`src/rtl/multi_delay_pkg.sv`:
```
// =============================================================================
// Module      : multi_delay_pkg
// Description : Shared types and default constants for the multi-channel delay timer.
// Revision    : 1.0 - initial release
// =============================================================================
`default_nettype none

package multi_delay_pkg;

    typedef enum logic [1:0] {
        IDLE = 2'd0,
        RUN  = 2'd1,
        DONE = 2'd2
    } chan_state_t;

    typedef enum logic {
        MODE_PERIODIC = 1'b0,
        MODE_ONESHOT  = 1'b1
    } mode_t;

    localparam int c_CBITS     = 13;
    localparam int c_DEFAULT_N = 7500;

    // Maps the raw one-shot config bit onto the mode encoding.
    function automatic mode_t to_mode(input logic oneshot);
        return oneshot ? MODE_ONESHOT : MODE_PERIODIC;
    endfunction

endpackage

`default_nettype wire

```
`src/rtl/delay_channel.sv`:
```
// =============================================================================
// Module      : delay_channel
// Description : One timer channel: IDLE/RUN/DONE FSM, counter, shadowed period/mode.
// Revision    : 1.0 - initial release
// =============================================================================
`default_nettype none

module delay_channel
    import multi_delay_pkg::*;
#(
    parameter int CBITS     = c_CBITS,
    parameter int DEFAULT_N = c_DEFAULT_N
) (
    input  logic             clk,
    input  logic             rst,
    input  logic             i_en,
    input  logic             i_cfg_we,
    input  logic [CBITS-1:0] i_cfg_period,
    input  logic             i_cfg_oneshot,
    output logic             o_sig,
    output logic             o_flg,
    output logic             o_done,
    output logic             o_err
);

    localparam logic [CBITS-1:0] c_RST_PERIOD = CBITS'(DEFAULT_N);

    chan_state_t      r_state;
    chan_state_t      w_state_nxt;
    logic [CBITS-1:0] r_cnt;
    logic [CBITS-1:0] r_period_act;
    logic [CBITS-1:0] r_period_shd;
    mode_t            r_mode_act;
    mode_t            r_mode_shd;
    logic             r_err;

    logic             w_at_period;
    logic             w_below_period;
    logic             w_over_period;
    logic             w_load_act;

    assign w_at_period    = (r_cnt == r_period_act);
    assign w_below_period = (r_cnt <  r_period_act);
    assign w_over_period  = (r_cnt >  r_period_act);

    // Active values only move when the channel is not mid-period, so a new
    // period can never cut the running one short or stretch it past its end.
    assign w_load_act = (r_state != RUN) || w_at_period;

    // -------------------------------------------------------------------------
    // State register
    // -------------------------------------------------------------------------
    always_ff @(posedge clk) begin
        if (rst) begin
            r_state <= IDLE;
        end else begin
            r_state <= w_state_nxt;
        end
    end

    // -------------------------------------------------------------------------
    // Next-state logic
    // -------------------------------------------------------------------------
    always_comb begin
        w_state_nxt = r_state;
        case (r_state)
            IDLE: begin
                if (i_en) begin
                    w_state_nxt = RUN;
                end
            end
            RUN: begin
                if (!i_en) begin
                    w_state_nxt = IDLE;
                end else if (w_at_period && (r_mode_act == MODE_ONESHOT)) begin
                    w_state_nxt = DONE;
                end
            end
            DONE: begin
                if (!i_en) begin
                    w_state_nxt = IDLE;
                end
            end
            default: begin
                w_state_nxt = IDLE;
            end
        endcase
    end

    // -------------------------------------------------------------------------
    // Output logic
    // -------------------------------------------------------------------------
    always_comb begin
        o_sig  = 1'b0;
        o_flg  = 1'b0;
        o_done = 1'b0;
        case (r_state)
            RUN: begin
                o_sig = w_at_period;
                o_flg = w_below_period;
            end
            DONE: begin
                o_done = 1'b1;
            end
            default: begin
                o_sig  = 1'b0;
            end
        endcase
    end

    assign o_err = r_err;

    // -------------------------------------------------------------------------
    // Counter: advances only while running below the period, else returns to 0
    // -------------------------------------------------------------------------
    always_ff @(posedge clk) begin
        if (rst) begin
            r_cnt <= '0;
        end else if ((r_state == RUN) && i_en && !w_at_period) begin
            r_cnt <= r_cnt + 1'b1;
        end else begin
            r_cnt <= '0;
        end
    end

    // -------------------------------------------------------------------------
    // Shadow and active configuration
    // -------------------------------------------------------------------------
    always_ff @(posedge clk) begin
        if (rst) begin
            r_period_shd <= c_RST_PERIOD;
            r_mode_shd   <= MODE_PERIODIC;
        end else if (i_cfg_we) begin
            r_period_shd <= i_cfg_period;
            r_mode_shd   <= to_mode(i_cfg_oneshot);
        end
    end

    // Copies the pre-write shadow when a write lands on a wrap cycle.
    always_ff @(posedge clk) begin
        if (rst) begin
            r_period_act <= c_RST_PERIOD;
            r_mode_act   <= MODE_PERIODIC;
        end else if (w_load_act) begin
            r_period_act <= r_period_shd;
            r_mode_act   <= r_mode_shd;
        end
    end

    // -------------------------------------------------------------------------
    // Sticky overrun flag
    // -------------------------------------------------------------------------
    always_ff @(posedge clk) begin
        if (rst) begin
            r_err <= 1'b0;
        end else if ((r_state == RUN) && w_over_period) begin
            r_err <= 1'b1;
        end
    end

endmodule

`default_nettype wire

```
`src/rtl/multi_delay_timer.sv`:
```
// =============================================================================
// Module      : multi_delay_timer
// Description : Array of independent programmable delay channels with a shared config port.
// Revision    : 1.0 - initial release
// =============================================================================
`default_nettype none

module multi_delay_timer
    import multi_delay_pkg::*;
#(
    parameter int  CHANNELS  = 4,
    parameter int  CBITS     = c_CBITS,
    parameter int  DEFAULT_N = c_DEFAULT_N,
    localparam int CFG_CH_W  = (CHANNELS > 1) ? $clog2(CHANNELS) : 1
) (
    input  logic                clk,
    input  logic                rst,
    input  logic [CHANNELS-1:0] en,
    input  logic                cfg_we,
    input  logic [CFG_CH_W-1:0] cfg_ch,
    input  logic [CBITS-1:0]    cfg_period,
    input  logic                cfg_oneshot,
    output logic [CHANNELS-1:0] sig,
    output logic [CHANNELS-1:0] flg,
    output logic [CHANNELS-1:0] done,
    output logic [CHANNELS-1:0] err
);

    logic [CHANNELS-1:0] w_ch_we;

    // Channel indices with no matching instance decode to no strobe at all.
    always_comb begin
        w_ch_we = '0;
        for (int i = 0; i < CHANNELS; i++) begin
            if (cfg_we && (int'(cfg_ch) == i)) begin
                w_ch_we[i] = 1'b1;
            end
        end
    end

    for (genvar gi = 0; gi < CHANNELS; gi++) begin : g_chan
        delay_channel #(
            .CBITS     (CBITS),
            .DEFAULT_N (DEFAULT_N)
        ) u_chan (
            .clk           (clk),
            .rst           (rst),
            .i_en          (en[gi]),
            .i_cfg_we      (w_ch_we[gi]),
            .i_cfg_period  (cfg_period),
            .i_cfg_oneshot (cfg_oneshot),
            .o_sig         (sig[gi]),
            .o_flg         (flg[gi]),
            .o_done        (done[gi]),
            .o_err         (err[gi])
        );
    end

endmodule

`default_nettype wire

```
`config.mk`:
```
export PLATFORM = sky130hd
export DESIGN_NAME = multi_delay_timer
export DESIGN_NICKNAME = d
export VERILOG_FILES = /design/src/rtl/multi_delay_pkg.sv /design/src/rtl/delay_channel.sv /design/src/rtl/multi_delay_timer.sv
export SDC_FILE = /design/constraint.sdc
export NUM_CORES = 1
export LEC_CHECK = 0
export BUFFER_PORTS_ARGS = -buffer_cell sky130_fd_sc_hd__buf_2
export CAP_MARGIN = 10
export CORE_ASPECT_RATIO = 1.4
export CORE_UTILIZATION = 50
export DETAILED_ROUTE_END_ITERATION = 10
export GPL_TIMING_DRIVEN = 0
export PLACE_DENSITY = 0.73
export SKIP_LAST_GASP = 1
export SYNTH_ARGS = -nofsm -noshare
export SYNTH_HDL_FRONTEND = slang
export SYNTH_SLANG_ARGS = --single-unit
```
`constraint.sdc`:
```
create_clock -name clk -period 2.2 [get_ports clk]
set_input_delay 0.44 -clock clk [delete_from_list [all_inputs] [get_ports clk]]
set_output_delay 0.44 -clock clk [all_outputs]
set_load 0.05 [all_outputs]
```
== Word-level counts from Yosys, hierarchy flattened ==
Index checks and enable logic that the tools add are counted.
W data, S select, Z words.

* Bits in registers: 176
* Bits in latches: 0
* Memory bits (writable): 0
* ROM bits: 0
* Input port bits: 23
* Logic and storage cells: 153
* Memories: 0

* Add/sub/neg operators: 4
* Multipliers: 0
* Div/mod/pow operators: 0
* Magnitude comparators: 8
* Equality and inequality tests: 31
* Shifts and indexed selects: 0
* Multiplexer cells: 37
* Bitwise logic cells: 4
* Reduce and logical (&&, ||, !) cells: 41

{| class="wikitable"
|+ Operators by type and width
! kind !! number
|-
| $add A13 B1 Y13 const B || 4
|-
| $eq A13 B13 Y1 || 4
|-
| $gt A13 B13 Y1 || 4
|-
| $lt A13 B13 Y1 || 4
|-
| $mux W2 || 16
|-
| $pmux W2 S3 || 4
|-
| $logic_and A1 B1 Y1 || 20
|-
| $mux W1 || 17
|-
| $ne A2 B2 Y1 const B || 8
|-
| $eq A2 B2 Y1 const B || 6
|-
| $ne A3 B2 Y1 const B || 4
|-
| $reduce_and A3 Y1 || 4
|-
| $eq A2 B1 Y1 const B || 5
|-
| $logic_not A2 Y1 || 5
|-
| $ne A2 B1 Y1 const B || 4
|-
| $reduce_or A2 Y1 || 4
|-
| $logic_not A1 Y1 || 4
|-
| $logic_or A1 B1 Y1 || 4
|-
| $not A1 Y1 || 4
|}

== Depth between registers and ports, before layout ==
Gate-level depths: netlist (run 1).

* Depth after elaboration: 5
* Gate-level depth with buffers: 8
* Gate-level depth less buffers: 6

== Modules after synthesis ==
Synthesis (run 1) repeated with hierarchy kept, for this count alone.

* Cells, all modules: 902
* Area, all modules: 8102.8 µm²

{| class="wikitable"
|+ By module, submodules not included
! module !! times used !! cells an instance !! area an instance (µm²)
|-
| delay_channel at g_chan[0].u_chan ... || 3 || 225 || 2016.9
|-
| delay_channel at g_chan[3].u_chan || 1 || 223 || 2014.4
|-
| multi_delay_timer || 1 || 4 || 37.5
|}

== Worst setup path after synthesis (run 1) ==
OpenSTA, ideal clock, no wires.

* Path type: reg-to-output
* Start point: reg g_chan[2].u_chan.r_period_act[10]
* End point: out flg[2]
* Arrival: 1.730 ns
* Data required time: 1.760 ns
* Slack: 0.030 ns
* Stages on the path, launching flop included: 8
* Path buffers: 1
* Cells stage by stage: dfxtp_1 -> inv_1 -> ha_1 -> nand4_2 -> nor3_1 -> or3_1 -> nor4b_1 -> buf_4

* Cells in the longest elaborated chain, start to end: 2

{| class="wikitable"
|+ RTL lines
! what !! RTL line !! text
|-
| start: declaration || delay_channel.sv:31 || <nowiki>logic [CBITS-1:0] r_period_act;</nowiki>
|-
| start signal: assignment || delay_channel.sv:142 || <nowiki>r_period_act <= c_RST_PERIOD;</nowiki>
|-
| start signal: assignment || delay_channel.sv:145 || <nowiki>r_period_act <= r_period_shd;</nowiki>
|-
| $lt A13 B13 Y1 || delay_channel.sv:43 || <nowiki>assign w_below_period = (r_cnt < r_period_act);</nowiki>
|-
| $mux W1 || delay_channel.sv:97 || <nowiki>case (r_state)</nowiki>
|-
| end: declaration || multi_delay_timer.sv:24 || <nowiki>output logic [CHANNELS-1:0] flg,</nowiki>
|}

No other way between the ends.

== Final worst setup path (run 1) ==
* Start point: reg g_chan[2].u_chan.r_cnt[3]
* End point: out flg[2]

* Cells in the longest elaborated chain, start to end: 2

{| class="wikitable"
|+ RTL lines
! what !! RTL line !! text
|-
| start: declaration || delay_channel.sv:30 || <nowiki>logic [CBITS-1:0] r_cnt;</nowiki>
|-
| start signal: assignment || delay_channel.sv:120 || <nowiki>r_cnt <= r_cnt + 1'b1;</nowiki>
|-
| $lt A13 B13 Y1 || delay_channel.sv:43 ||
|-
| $mux W1 || delay_channel.sv:97 ||
|}

No other way between the ends.

==> impl_metrics.toml, run 1 <==
[floorplan]
start_util = 0.510
die_x_um = 110
dieHeight_um = 154
die_area_um2 = 16900
core-area_um2 = 16100
ioPinCount = 39
row_count = 55

[placement]
gp_congestion = 0.819
portBuffers = 38
placedInstanceArea_um2 = 8640
post-dp-hpwl_mm = 13.4

[yosys]
synth_top_cell_by_area = "dfxtp_1"
ys.flop_type = "dfxtp_1"
synthTopCellsByArea = "dfxtp_1, ha_1, nand2_1"
synth_nets = 1044
yosys_register_bits = 176
synth_top_area_frac = 0.429
synth.most_common_cell = "nand2_1"
synth_commonest_cells = "nand2_1, dfxtp_1, nor2_1"
synth_edf_count = 0
yosysSeqAreaShare = 0.429
syn_area_per_cell_um2 = 8.50
syn_area_um2 = 8210
synth_cell_types = 46
yosysWarnings = 0
synth_cells = 965
synthArstFlopShare = 0

[timing]
slew_headroom = 0.551
finalSetupViolations = 8
fin_crit_ps = 2760
max_freq_mhz = 363
finalCritPeriodShare = 1.25
skew_ps = 8.76
finalMaxSlewViolations = 0
max_slew.worst_pin.slew_ps = 667
whs_ps = 295
worst_slack_ps = -558
hold_viol_final = 0
rsz0062_at_grt = "true"

[critical_path]
reg2reg_setup_slack_ps = 10
crit_slowest_cell = "dfxtp_4"
required_ps = 1760
crit-reg2reg-launch = "g_chan[2].u_chan.r_period_act[3]"
worstPathArrival_ps = 2320
path_max_fanout = 5
critical_path_buf_inv_count = 2
timing_worst_setup_path_type = "flip-flop to primary output"
reg2reg_to = "g_chan[2].u_chan.r_period_act[10]"
cp_cell_sequence = "ha_4 > a21oi_1 > a21boi_0 > o31a_1 > nor4b_4 > buf_4 > buf_8"
max_stage_delay_ps = 370
cp_top_family = "compound AO/OA/AOI/OAI gates"
critPathCaptureType = "primary output"
worstRegToRegCells = 10
startpoint_type = "flip-flop"

[global_route]
grt_max_degree = 17
antenna_found_initial = 0
grt_first_pass_wirelength_mm = 33.6
grt_usage = 0.258
grt.overflow.total = 0
grt_pass1_vias = 6908

[clocking]
ctsHoldBuffers = 0
numCtsBuffers = 17
clk_pin_slew_ps = 70
cts_tree = "yes"
root_buffer = "clkbuf_16"
cts_buffer_depth = 2
cts.htree.levels = 4
insertion_delay_ps = 440
clock-sinks = 176

[drt]
vias_per_cell = 5.58
routed_wl_mm = 22.4
drc = 0
drt-initial-drc-count = 365
wire_per_inst_um = 17.3
ant_nets = 0
firstDrtPassIters = 6
vias = 7210

[run_status]
violations = "negative setup slack"
status = "complete, but fails checks"

[finish]
n_antenna_cell = 0
multi_input_area_um2 = 5010
fin_area_um2 = 10800
fin_nets = 1159
nFillCells = 1226
area_delta_synth_final_pct = 32.1
drive_above_1_share = 0.329
seq_area_um2 = 3660

[power_and_ir_drop]
p_leak_nw = 4.18
peakVddDrop_v = 0.000657
powerDensity_nw_per_um2 = 639

[hold_path]
worstHoldEndpoint = "g_chan[0].u_chan.r_state[1]"
hold_start = "en[0]"
hp-class = "input port to flip-flop"
whs_path_depth = 3

[flow_run]
cap_violations = 0
[flip-flops by register name, summed over array words and instances, names as in the netlist]
register and count:
g_chan.u_chan.r_cnt 52, g_chan.u_chan.r_state 8, g_chan.u_chan.o_err 4, g_chan.u_chan.r_period_shd 52, g_chan.u_chan.r_mode_act 4, g_chan.u_chan.r_period_act 52, g_chan.u_chan.r_mode_shd 4
[cells by family (layout without fill, tap and decap cells)]
kind of cell / after synthesis / count (layout) / synth area share
XOR/XNOR: 43 / 43 / 0.0459
flip-flops: 176 / 176 / 0.429
AND/OR/NAND/NOR: 424 / 424 / 0.244
AO/OA/AOI/OAI: 138 / 138 / 0.118
adder cells (fa/ha/maj): 56 / 56 / 0.0854
multiplexers: 7 / 7 / 0.00854
buffers and inverters: 121 / 249 / 0.0692
[metrics by stage]
| step | power, mW | std cells | utilization | setup TNS (ps) | worst slack (ps) |
|---|---|---|---|---|---|
| 3_3_place_gp | 3.83 | 1202 | 0.537 | -5070 | -436 |
| 6_report | 6.92 | 1292 | 0.673 | -2460 | -558 |
| 2_1_floorplan | 3.69 | 965 | - | 0 | 29.8 |
| 3_5_place_dp | 3.84 | 1202 | 0.537 | -5470 | -408 |
| 5_1_grt | 7.11 | 1292 | 0.673 | -3950 | -626 |
| 4_1_cts | 6.86 | 1262 | 0.642 | -2330 | -447 |
[report_power, final]
part	total (mW)	switching (mW)	internal, mW
Sequential	3.31	0.0511	3.26
Combinational	0.592	0.343	0.249
Clock	3.02	1.25	1.76
[worst register-to-register path, delay by kind of cell, from the launching register on]
family,cells,cell delay [ps]
and+or+nand+nor,2,220
adders and majority gates,1,270
DFF,1,320
AOI/OAI and AO/OA,2,590
buffers and inverters,5,690
[layer usage]
| layer | up-vias | track usage | share of wire |
|---|---|---|---|
| met1 | 3434 | 0.295 | 0.39 |
| met3 | 83 | 0.0479 | 0.042 |
| met4 | 0 | 0.128 | 0.044 |
| met5 | - | 0 | 0 |
| li1 | 3477 | - | - |
| met2 | 216 | 0.450 | 0.53 |
[area by class of cell]
type / instances / share of cell area
plain buffers: 47 / 0.0263
repair buffers: 103 / 0.0736
clock inverters: 9 / 0.00982
flip-flops and latches: 176 / 0.338
well taps: 199 / 0.0230
inverters: 67 / 0.0232
multi-input cells: 668 / 0.462
clock buffers: 23 / 0.0441
[what timing repair did]
item | in CTS | in global routing
resized for setup | 190 | 82
cloned | 0 | 2
endpoints found under the hold margin | 0 | 0
setup buffers | 33 | 30
pin swaps | 50 | 47
endpoints found under the setup margin | 18 | 87
[how the worst max path moves through the flow]
stage / from / endpoint / slack, ps / cells after the start
2_1_floorplan: g_chan[2].u_chan.r_period_act[10] / flg[2] / 30 / 7
3_3_place_gp: g_chan[2].u_chan.r_cnt[10] / flg[2] / -440 / 7
3_5_place_dp: g_chan[2].u_chan.r_cnt[10] / flg[2] / -410 / 7
4_1_cts: g_chan[2].u_chan.r_cnt[6] / flg[2] / -450 / 7
5_1_grt: g_chan[2].u_chan.r_period_act[2] / flg[2] / -630 / 8
6_report: g_chan[2].u_chan.r_cnt[3] / flg[2] / -560 / 7
[placed cells by master (no fill, tap or decap), types with 33 or more instances in the layout]
master   synthesis  routed
ha_4             0      45
dfxtp_2          0      58
a21oi_1         69      61
dfxtp_1        176     101
nor2_1         100     100
buf_2            6      33
nand2_1        180     179
inv_2            0      39
buf_4           18      72
(Power assumes the default switching activity.)
==> run 2, diff against run 1 <==
--- a/config.mk
+++ b/config.mk
@@ -7,7 +7,7 @@
 export LEC_CHECK = 0
 export BUFFER_PORTS_ARGS = -buffer_cell sky130_fd_sc_hd__buf_2
 export CAP_MARGIN = 10
-export CORE_ASPECT_RATIO = 1.4
+export CORE_ASPECT_RATIO = 1.1
 export CORE_UTILIZATION = 50
 export DETAILED_ROUTE_END_ITERATION = 10
 export GPL_TIMING_DRIVEN = 0
==> impl_metrics.toml, run 2 (same netlist as run 1, synthesis figures left out) <==
[run_status]
status = "complete, but fails checks"
violations = "negative setup slack"

[drt]
ant_nets = 0
drc = 0
wire_per_inst_um = 16.8
vias_per_cell = 5.56
vias = 7211
routed_wl_mm = 21.8
firstDrtPassIters = 5
drt-initial-drc-count = 436

[placement]
portBuffers = 38
placedInstanceArea_um2 = 8650
gp_congestion = 0.822
post-dp-hpwl_mm = 12.8

[timing]
hold_viol_final = 0
max_freq_mhz = 386
finalCritPeriodShare = 1.18
skew_ps = 9.18
finalSetupViolations = 20
fin_setup_tns_ps = -2300
rsz0062_at_grt = "true"
finalMaxSlewViolations = 0
fin_crit_ps = 2590
max_slew.worst_pin.slew_ps = 712
worst_slack_ps = -392
slew_headroom = 0.525

[floorplan]
start_util = 0.518
die_x_um = 124
dieHeight_um = 136
die_area_um2 = 16900
core-area_um2 = 15900
ioPinCount = 39
row_count = 48

[finish]
n_antenna_cell = 0
nFillCells = 1184
layout_commonest_cell = "nand2_1"
fin_nets = 1164
multi_input_area_um2 = 4980
area_delta_synth_final_pct = 32.3
reg_top3 = "g_chan.u_chan.r_cnt: 52 flops, g_chan.u_chan.r_period_act: 52 flops, g_chan.u_chan.r_period_shd: 52 flops"
final_cell_mix = "nand2_1, dfxtp_1, nor2_1"
drive_above_1_share = 0.320
seq_area_um2 = 3640
fin_area_um2 = 10900

[critical_path]
timing_worst_setup_path_type = "flip-flop to primary output"
startpoint_type = "flip-flop"
worstPathArrival_ps = 2150
critPathCaptureType = "primary output"
required_ps = 1760
path_max_fanout = 2

[power_and_ir_drop]
powerDensity_nw_per_um2 = 649
p_leak_nw = 4.19
peakVddDrop_v = 0.000636

[hold_path]
hp-class = "input port to flip-flop"

[flow_run]
cap_violations = 0

[clocking]
clock-sinks = 176
clk_pin_slew_ps = 70
cts.htree.levels = 4
insertion_delay_ps = 440
cts_buffer_depth = 2
cts_tree = "yes"
root_buffer = "clkbuf_16"
numCtsBuffers = 17

[global_route]
grt_max_degree = 17
grt_usage = 0.255
grt.overflow.total = 0
grt_first_pass_wirelength_mm = 32.9
grt_pass1_vias = 6750
antenna_found_initial = 0
-- run 2: cell count changes in the layout (fill, tap and decap cells not counted), sizes merged --
cell	before	now
buf	125	128
clkinv	6	4
clkbuf	48	49
bufinv	2	3
clkinvlp	0	2
inv	68	67
-- run 2: report_power, final --
group / switching, mW / internal, mW
Sequential: 0.0507 / 3.26
Combinational: 0.347 / 0.253
Clock: 1.26 / 1.87
-- run 2: path summary, 6_finish.rpt --
kind	from	endpoint	slack (ps)	depth (start not counted)
setup / recovery	g_chan[2].u_chan.r_period_act[2]	flg[2]	-390	7
hold / removal	cfg_oneshot	g_chan[2].u_chan.r_mode_shd	300	3
setup reg to reg	g_chan[2].u_chan.r_period_act[5]	g_chan[2].u_chan.r_period_act[5]	-40	11
hold reg to reg	g_chan[2].u_chan.r_state[1]	g_chan[2].u_chan.r_state[0]	430	1
-- run 2: routing by layer --
metal  routed length [µm]  vias to the layer above  track usage
met5                    0                        -            0
met4                  667                        0       0.0933
met3                 1070                       56       0.0390
met2                10900                      206        0.445
met1                 9140                     3450        0.312
li1                     -                     3499            -
-- run 2: what timing repair did --
action	CTS	global route
hold buffers	0	0
gates resized for setup	187	80
setup endpoints to repair	8	81
gates cloned	0	2
pin swaps	55	53
buffers inserted	33	40
-- run 2: stage by stage --
step | utilization | std cells | power, mW | hold slack (ps) | worst slack, ps
finish | 0.685 | 1297 | 7.05 | 299 | -392
global placement | 0.545 | 1203 | 3.83 | 412 | -403
global route | 0.685 | 1297 | 7.26 | 304 | -453
CTS | 0.648 | 1261 | 6.97 | 299 | -482
detailed placement | 0.545 | 1203 | 3.84 | 419 | -416
floorplan | - | 965 | 3.69 | 399 | 29.8
-- run 2: cell type report --
| cell class | instances | area share |
|---|---|---|
| multi-input combinational | 668 | 0.458 |
| clock inverter | 9 | 0.0122 |
| clock buffer | 22 | 0.0437 |
| buffer | 44 | 0.0252 |
| inverter | 67 | 0.0232 |
| sequential | 176 | 0.336 |
| timing repair buffer | 111 | 0.0788 |
| tap | 200 | 0.0230 |
-- run 2: critical path, cell delays in order (launching register included) --
cell and delay, ps:
dfxtp_2 320, inv_2 90, ha_4 210, nand4_1 100
nor2_1 70, o31a_1 370, nor4b_4 360, buf_8 190
